## src/rtl/mem_access_unit.sv

```systemverilog
`default_nettype none
// ============================================================================
//  Module      : mem_access_unit
//  Description : Memory access sequencer for a multicycle CPU. Latches the
//                address and store data, holds a request until the memory
//                acknowledges or the request times out, and captures read
//                data into MDR and, on fetches, the instruction register.
//  Revision    : 1.0  initial release
// ============================================================================
module mem_access_unit (
    input  logic        clk,
    input  logic        reset,
    input  logic        MemRead,
    input  logic        MemWrite,
    input  logic        IRWrite,
    input  logic        IorD,
    input  logic [31:0] PC,
    input  logic [31:0] ALUOut,
    input  logic [31:0] WriteData,
    input  logic [31:0] mem_rdata,
    input  logic        mem_ack,
    output logic        mem_req,
    output logic        mem_we,
    output logic [31:0] mem_addr,
    output logic [31:0] mem_wdata,
    output logic [31:0] Instruction,
    output logic [5:0]  OpCode,
    output logic [5:0]  Funct,
    output logic [31:0] MDR,
    output logic        Busy,
    output logic        AccessErr
);

    localparam logic [0:0] c_ST_IDLE     = 1'b0;
    localparam logic [0:0] c_ST_WAIT     = 1'b1;
    localparam logic [7:0] c_TIMEOUT_MAX = 8'hFF;

    logic [0:0]  r_state;
    logic [0:0]  w_state_nxt;
    logic [7:0]  r_cnt;
    logic        r_irwrite;
    logic        r_is_read;
    logic [31:0] w_sel_addr;
    logic        w_cmd;
    logic        w_misaligned;
    logic        w_start;
    logic        w_bad_addr;
    logic        w_done;
    logic        w_timeout;

    assign w_sel_addr   = IorD ? ALUOut : PC;
    assign w_cmd        = MemRead | MemWrite;
    assign w_misaligned = (w_sel_addr[1:0] != 2'b00);

    assign Busy   = (r_state == c_ST_WAIT);
    assign OpCode = Instruction[31:26];
    assign Funct  = Instruction[5:0];

    // State register
    always_ff @(posedge clk or negedge reset) begin
        if (!reset) begin
            r_state <= c_ST_IDLE;
        end else begin
            r_state <= w_state_nxt;
        end
    end

    // Next-state decode and per-cycle event strobes
    always_comb begin
        w_state_nxt = r_state;
        w_start     = 1'b0;
        w_bad_addr  = 1'b0;
        w_done      = 1'b0;
        w_timeout   = 1'b0;
        case (r_state)
            c_ST_IDLE: begin
                // A misaligned command is rejected without ever raising mem_req
                if (w_cmd) begin
                    if (w_misaligned) begin
                        w_bad_addr = 1'b1;
                    end else begin
                        w_start     = 1'b1;
                        w_state_nxt = c_ST_WAIT;
                    end
                end
            end
            c_ST_WAIT: begin
                // Ack wins over timeout, so an ack at the final count still completes
                if (mem_ack) begin
                    w_done      = 1'b1;
                    w_state_nxt = c_ST_IDLE;
                end else if (r_cnt == c_TIMEOUT_MAX) begin
                    w_timeout   = 1'b1;
                    w_state_nxt = c_ST_IDLE;
                end
            end
            default: begin
                w_state_nxt = c_ST_IDLE;
            end
        endcase
    end

    // Timeout counter: cleared at start, advances each unacknowledged WAIT cycle
    always_ff @(posedge clk or negedge reset) begin
        if (!reset) begin
            r_cnt <= 8'd0;
        end else if (w_start) begin
            r_cnt <= 8'd0;
        end else if ((r_state == c_ST_WAIT) && !w_done && !w_timeout) begin
            r_cnt <= r_cnt + 8'd1;
        end
    end

    // Request side: latch the access at start, drop the request on ack or timeout
    always_ff @(posedge clk or negedge reset) begin
        if (!reset) begin
            mem_req   <= 1'b0;
            mem_we    <= 1'b0;
            mem_addr  <= 32'd0;
            mem_wdata <= 32'd0;
            r_irwrite <= 1'b0;
            r_is_read <= 1'b0;
        end else if (w_start) begin
            mem_req   <= 1'b1;
            mem_we    <= MemWrite;
            mem_addr  <= w_sel_addr;
            mem_wdata <= WriteData;
            r_irwrite <= IRWrite;
            // Write has priority when both commands are raised together
            r_is_read <= ~MemWrite;
        end else if (w_done || w_timeout) begin
            mem_req <= 1'b0;
            mem_we  <= 1'b0;
        end
    end

    // Read data capture into MDR and, for fetches, the instruction register
    always_ff @(posedge clk or negedge reset) begin
        if (!reset) begin
            MDR         <= 32'd0;
            Instruction <= 32'd0;
        end else if (w_done && r_is_read) begin
            MDR <= mem_rdata;
            if (r_irwrite) begin
                Instruction <= mem_rdata;
            end
        end
    end

    // Error pulse lasts exactly one cycle after a rejected or timed-out access
    always_ff @(posedge clk or negedge reset) begin
        if (!reset) begin
            AccessErr <= 1'b0;
        end else begin
            AccessErr <= w_bad_addr | w_timeout;
        end
    end

endmodule
`default_nettype wire

```

## config.mk

```make
export PLATFORM = sky130hd
export DESIGN_NAME = mem_access_unit
export DESIGN_NICKNAME = d
export VERILOG_FILES = /design/src/rtl/mem_access_unit.sv
export SDC_FILE = /design/constraint.sdc
export NUM_CORES = 1
export LEC_CHECK = 0
export ABC_CLOCK_PERIOD_IN_PS = 2500
export BUFFER_PORTS_ARGS = -buffer_cell sky130_fd_sc_hd__buf_4
export CAP_MARGIN = 10
export CORE_MARGIN = 1.5
export CORE_UTILIZATION = 30
export CTS_CLUSTER_DIAMETER = 120
export DETAILED_ROUTE_END_ITERATION = 12
export PLACE_DENSITY_LB_ADDON = 0.15
export SYNTH_ARGS = -nofsm -noshare
export SYNTH_HDL_FRONTEND = slang
export SYNTH_SLANG_ARGS = --single-unit
```

## constraint.sdc

```tcl
create_clock -name clk -period 2.5 [get_ports clk]
set_clock_uncertainty 0.2 [all_clocks]
set_input_delay 0.125 -clock clk [delete_from_list [all_inputs] [get_ports clk]]
set_output_delay 0.125 -clock clk [all_outputs]
set_load 0.005 [all_outputs]
```

==> reports/results.tsv, run 1 <==
stage	metric	value	unit
timing	Slew headroom	0.497	
worst_setup_path	Worst Reg2Reg Path Length in Cells	5	
timing	Worst-Margin Slew	0.755	ns
worst_setup_path	R2R Path Start	r_cnt[0]	
die	Die H	143	um
cells_and_area	final core occ	0.533	
timing	RSZ-0062 raised after global routing	false	
die	I/O pin total	279	
worst_hold_path	hold path endpoint	r_cnt[3]	
die	die footprint	20400	um2
worst_hold_path	Hold Crit Depth	5	
synth	Synth Cell Area	5870	um2
worst_setup_path	critical path's largest stage delay	0.55	ns
flow_run	maxcap violations	0	
clock_network	Resize count post-CTS	0	
clock_network	TritonCTS clock tree	done	
global_routing	GR Util All Layers	0.160	
synth	number of flops mapped to enable cells by yosys	0	
worst_setup_path	WS Path Type	reg2reg	
global_routing	met3 usage	0.0459	
timing	fmax	0.470	GHz
clock_network	clock slew at reported path FFs	0.06	ns
die	Die Span X	143	um
synth	#FFs+latches synth	142	
global_routing	number of global-route vias before repair	5138	
global_routing	GR Util met1	0.170	
worst_setup_path	worst path bufs/invs	0	
routing	DRC	0	
clock_network	Clock H-tree levels	4	
placed_design	global placement routability congestion	0.729	
worst_setup_path	CP Cell Sequence	ha_1 -> nand4_1 -> o21ai_1 -> or4_1 -> a21oi_1	
worst_setup_path	delay-heaviest family, CP	simple AND/OR/NAND/NOR gates	
worst_setup_path	critical path required time	2.63	ns
worst_setup_path	Worst EP arrival	2.26	ns
cells_and_area	share of cells above drive strength 1	0.504	
synth	synth unique cells	36	
die	Starting Density	0.310	
synth	cell count after synthesis	416	
timing	crit path time final	2.13	ns
clock_network	total CTS buffers	17	
worst_setup_path	Max FO, Critical Path	13	
global_routing	total grt overflow	0	
worst_setup_path	FF-to-FF setup slack	0.37	ns
power_and_ir_drop	leakage	5.04	nW
placed_design	DP Wirelength	11.2	mm
synth	sequential share of the synthesized area	0.605	
power_and_ir_drop	VDD IR max	0.000445	V
timing	Sum Neg Setup Slack	0	ns
worst_setup_path	reg2reg end	r_cnt[7]	
die	Core ar.	19000	um2
die	# rows	50	
worst_hold_path	HP Class	in2reg	
global_routing	met2 Use GR	0.296	
cells_and_area	nets	951	
worst_setup_path	CP max stage cell	or4_1	
routing	Iter 0 DRT Violations	119	
synth	ys flop type	dfrtp_1	
cells_and_area	antenna cell count	0	
worst_setup_path	Critical Path Start	r_cnt[0]	
clock_network	root buffer cell	clkbuf_16	
synth	yosys warns	0	
timing	Final Hold Viols	0	
placed_design	port bufs	278	
status	outcome	completed	
timing	period utilization	0.852	
timing	Final Setup Violations	0	
clock_network	Sink Count	142	
worst_hold_path	worst hold start	PC[1]	
power_and_ir_drop	power density over cell area	916	nW/um2
synth	ys async rst share	1.00	
routing	Via Count	4712	
cells_and_area	Area Growth Syn to Fin	71.9	%
timing	Pins Over Slew Limit	0	
global_routing	grt peak-use layer	met2	
routing	ANT nets after route	0	
routing	Pre-antenna DRT Iters	4	
routing	WL final	16.0	mm
clock_network	CTS Buffer Depth	2	
global_routing	initial antenna violation count	0	
clock_network	Skew-Pair Late Insertion Delay	0.41	ns
global_routing	first-pass GRT wire length	25.2	mm
synth	Post-Syn Area per Cell	14.1	um2
synth	Syn Nets	552	
global_routing	pin count of the biggest net entering global routing	81	
worst_setup_path	startpoint class of the critical path	flip-flop	
worst_setup_path	Setup crit end kind	flip-flop	
routing	drt wl/cell	14.7	um
routing	via/cell ratio	4.33	
==> worst reg2reg max path: cells and delay by family, from the launching register on <==
kind                       cells  cell delay [ns]
and+or+nand+nor                2             0.74
AOI/OAI and AO/OA              2             0.46
adders and majority gates      1             0.24
DFF                            1             0.42
==> report_power, final <==
group	leakage (nW)	switching, W	total [W]	internal (W)
clock	0.317	0.00105	0.00276	0.00171
combinational	2.96	0.000944	0.00290	0.00196
sequential	1.76	0.000479	0.00359	0.00311
total	5.04	0.00247	0.00925	0.00678
==> final cells by class <==
type,count,area [um2]
Fill cell,1641,8860
Multi-Input combinational cell,238,2100
Clock buffer,17,425
Tap cell,260,325
Inverter,2,7.51
Clock inverter,15,225
Timing Repair Buffer,414,3460
Sequential cell,142,3550
==> Yosys cell counts, types with 3 or more instances <==
cell / count / area share
o21ai_0: 36 / 0.031
dfrtp_1: 142 / 0.60
mux2_2: 65 / 0.12
clkbuf_1: 4 / 0.0026
nand2_1: 33 / 0.021
buf_6: 5 / 0.0096
nor2_1: 5 / 0.0032
a21oi_1: 3 / 0.0026
mux2_4: 30 / 0.077
and2_1: 3 / 0.0032
buf_2: 11 / 0.0094
nand3_1: 6 / 0.0051
buf_4: 12 / 0.015
mux2i_1: 30 / 0.051
==> flip-flops by register name (all words and copies together), names as in the netlist <==
register and cells:
mem_addr 32, AccessErr 1, r_is_read 1, Instruction 32, mem_we 1, r_cnt 8
Busy 1, MDR 32, mem_wdata 32, mem_req 1, r_irwrite 1
==> how the worst max path moves through the flow <==
| stage | to | depth (start not counted) | slack (ns) |
|---|---|---|---|
| finish | r_cnt[7] | 5 | 0.37 |
| detailed placement | r_cnt[7] | 5 | 0.40 |
| floorplan | r_cnt[6] | 6 | 0.73 |
| CTS | r_cnt[7] | 5 | 0.37 |
| global placement | r_cnt[7] | 5 | 0.49 |
| global route | r_cnt[6] | 5 | 0.21 |
==> metrics by stage <==
stage                     cell area (um2)  setup slack, ns  std cells  total power [W]  hold slack (ns)
after floorplan                      5870            0.727        416          0.00465           -0.371
after global placement               8160            0.486        928          0.00631         -0.00580
after detailed placement             8160            0.398        928          0.00640          0.00705
after CTS                           10100            0.373       1088          0.00940          0.00969
after global routing                10100            0.214       1088          0.00981           0.0109
final                               10100            0.370       1088          0.00925           0.0417
==> logic make-up (layout without fill, tap and decap cells) <==
kind of cell / count (synthesis) / in the layout / share of synthesized area
and+or+nand+nor: 58 / 58 / 0.0462
AOI/OAI and AO/OA: 50 / 50 / 0.0481
muxes: 127 / 127 / 0.256
adders and majority gates: 1 / 1 / 0.00213
buffers and inverters: 36 / 448 / 0.0394
xor gates and xnor gates: 2 / 2 / 0.00298
DFF: 142 / 142 / 0.605
==> timing repair <==
action                    4_1_cts  5_1_grt
buffers inserted                0        0
hold endpoints to repair      208        0
hold buffers                  128        0
==> metal layers <==
layer	wire, um	share of wire	up-vias
met4	313	0.020	0
li1	-	-	2245
met5	0	0	-
met2	8810	0.55	146
met3	785	0.049	14
met1	6090	0.38	2307
==> placed cells by master, fill, tap and decap left out, types with 2 or more instances in the layout <==
| cell | count |
|---|---|
| a21o_1 | 2 |
| a21oi_1 | 3 |
| and2_1 | 3 |
| and3_1 | 2 |
| buf_12 | 2 |
| buf_4 | 283 |
| bufinv_16 | 4 |
| clkbuf_16 | 17 |
| clkinv_4 | 2 |
| dfrtp_1 | 142 |
| dlygate4sd3_1 | 128 |
| inv_1 | 2 |
| inv_6 | 4 |
| inv_8 | 4 |
| mux2_1 | 2 |
| mux2_2 | 65 |
| mux2_4 | 30 |
| mux2i_1 | 30 |
| nand2_1 | 33 |
| nand3_1 | 5 |
| nand4_1 | 2 |
| nor2_1 | 5 |
| o211ai_1 | 2 |
| o21ai_0 | 36 |
| or3_1 | 2 |
| xor2_1 | 2 |
Note: power is estimated with default switching activity, not from simulation.
==> run 2: changes to the inputs <==
==> constraint.sdc (replaced) <==
create_clock -name clk -period 2.5 [get_ports clk]
set_clock_uncertainty 0.2 [all_clocks]
set_input_delay 0.375 -clock clk [delete_from_list [all_inputs] [get_ports clk]]
set_output_delay 0.375 -clock clk [all_outputs]
set_load 0.005 [all_outputs]
==> run 2 against run 1 <==
  * Sequential share of layout area grew 2.4 points
  * Sequential power is essentially flat
  * Register-to-register slack lost 0.02 ns
  * Critical path depth up 1
  * Flip-flop and latch count stayed put
  * Final cell count shrank 5.4%
  * Non-clock buffer count is 59 lower
  * Setup slack worse by 0.074 ns
  * Power is 3.5% lower
  * Critical path type is now in2reg
  * Critical endpoint is now mem_wdata[13]
  * Largest power group unchanged
==> reports/results.tsv, run 2 (same netlist as run 1, synthesis figures left out) <==
stage	metric	value	unit
cells_and_area	Filler cells	1714	
timing	Fin Hold WS	0.0472	ns
cells_and_area	post-route cell area	9450	um2
cells_and_area	share of cells above drive strength 1	0.544	
die	I/O pin total	279	
power_and_ir_drop	power density over cell area	945	nW/um2
clock_network	CTS Buffer Depth	2	
clock_network	TritonCTS clock tree	done	
timing	period utilization	0.882	
global_routing	first-pass GRT wire length	24.1	mm
timing	Pins Over Slew Limit	0	
status	outcome	completed	
worst_setup_path	R2R Path Start	r_cnt[0]	
timing	crit path time final	2.20	ns
timing	Slew headroom	0.506	
cells_and_area	most frequent cells in the layout	buf_4 (285), dfrtp_1 (142), dlygate4sd3_1 (67)	
worst_setup_path	CP Cell Sequence	dlygate4sd3_1 -> buf_4 -> o21bai_1 -> o21bai_4 -> buf_12 -> mux2_4	
clock_network	total CTS buffers	17	
routing	WL final	15.6	mm
cells_and_area	nets	892	
cells_and_area	antenna cell count	0	
die	Die Span X	143	um
timing	Sum Neg Setup Slack	0	ns
global_routing	total grt overflow	0	
worst_setup_path	critical path required time	2.59	ns
placed_design	global placement routability congestion	0.729	
routing	Pre-antenna DRT Iters	4	
global_routing	initial antenna violation count	0	
timing	Worst-Margin Slew	0.737	ns
cells_and_area	most common cell after layout, fill and taps aside	buf_4	
die	die footprint	20400	um2
worst_setup_path	Worst EP arrival	2.30	ns
clock_network	clock slew at reported path FFs	0.06	ns
routing	DRC	0	
global_routing	number of global-route vias before repair	4755	
die	Core ar.	19000	um2
placed_design	port bufs	278	
timing	RSZ-0062 raised after global routing	false	
worst_setup_path	Setup crit end kind	flip-flop	
worst_hold_path	worst hold start	PC[15]	
clock_network	Skew-Pair Late Insertion Delay	0.41	ns
routing	ANT nets after route	0	
worst_setup_path	startpoint class of the critical path	input port	
clock_network	Clock H-tree levels	4	
worst_hold_path	HP Class	in2reg	
power_and_ir_drop	leakage	4.75	nW
clock_network	number of post-CTS setup repair buffers	0	
routing	Via Count	4454	
worst_setup_path	CP max stage cell	dlygate4sd3_1	
die	Die H	143	um
power_and_ir_drop	VDD IR max	0.000407	V
routing	Iter 0 DRT Violations	199	
worst_setup_path	critical path's largest stage delay	0.54	ns
die	# rows	50	
die	Starting Density	0.310	
worst_setup_path	Max FO, Critical Path	31	
timing	Final Setup Violations	0	
cells_and_area	Area Growth Syn to Fin	60.8	%
placed_design	placed cell areas	8180	um2
timing	fmax	0.454	GHz
clock_network	Sink Count	142	
worst_setup_path	WS Path Type	in2reg	
global_routing	pin count of the biggest net entering global routing	68	
clock_network	root buffer cell	clkbuf_16	
flow_run	maxcap violations	0	
placed_design	DP Wirelength	11.2	mm
timing	Final Hold Viols	0	
routing	drt wl/cell	15.2	um
routing	via/cell ratio	4.33	
cells_and_area	final core occ	0.498	
worst_setup_path	Critical Path Start	MemWrite	
global_routing	GR Util All Layers	0.154	
## run 2: timing repair
| action | 4_1_cts | 5_1_grt |
|---|---|---|
| endpoints found under the hold margin | 135 | 0 |
| resized for setup | 0 | 0 |
| hold buffers | 67 | 0 |
## run 2: per-stage QoR
stage          worst slack, ns  total power [W]  instances
2_1_floorplan            0.727          0.00465        416
5_1_grt                 0.0755          0.00946       1029
6_report                 0.296          0.00893       1029
3_3_place_gp             0.278          0.00631        930
4_1_cts                  0.294          0.00908       1029
3_5_place_dp             0.256          0.00639        930
## run 2: where the power goes
group / switching [W] / internal [W]
sequential: 0.000477 / 0.00311
clock: 0.00102 / 0.00152
combinational: 0.000919 / 0.00188
total: 0.00242 / 0.00651
## run 2: worst paths after layout
kind                                   end  cells after the start  slack [ns]
max                          mem_wdata[13]                      6        0.30
min                           mem_addr[15]                      3        0.05
max reg2reg                       r_cnt[5]                      5        0.35
min reg2reg                        mem_req                      1        0.28
max in group asynchronous  Instruction[24]                      3        1.19
min in group asynchronous     mem_addr[26]                      2        0.22
## run 2: cell type report
cell class | instances | area (um2) | share of cell area
clock inverter | 13 | 154 | 0.0163
sequential | 142 | 3550 | 0.376
tap | 260 | 325 | 0.0344
clock buffer | 19 | 443 | 0.0469
multi-input combinational | 238 | 2100 | 0.223
timing repair buffer | 355 | 2860 | 0.303
inverter | 2 | 7.51 | 0.000795
## run 2: worst max-delay path: cells and delay by family
| family | cells | cell delay, ns |
|---|---|---|
| AO/OA/AOI/OAI | 2 | 0.56 |
| buffers and inverters | 3 | 1.00 |
| multiplexers | 1 | 0.33 |
## run 2: per-layer routing
metal,global-route usage,share of wire,vias to the layer above
met1,0.173,0.39,2150
met5,0,0,-
met4,0.0597,0.022,0
met2,0.273,0.53,154
li1,-,-,2128
met3,0.0486,0.057,22
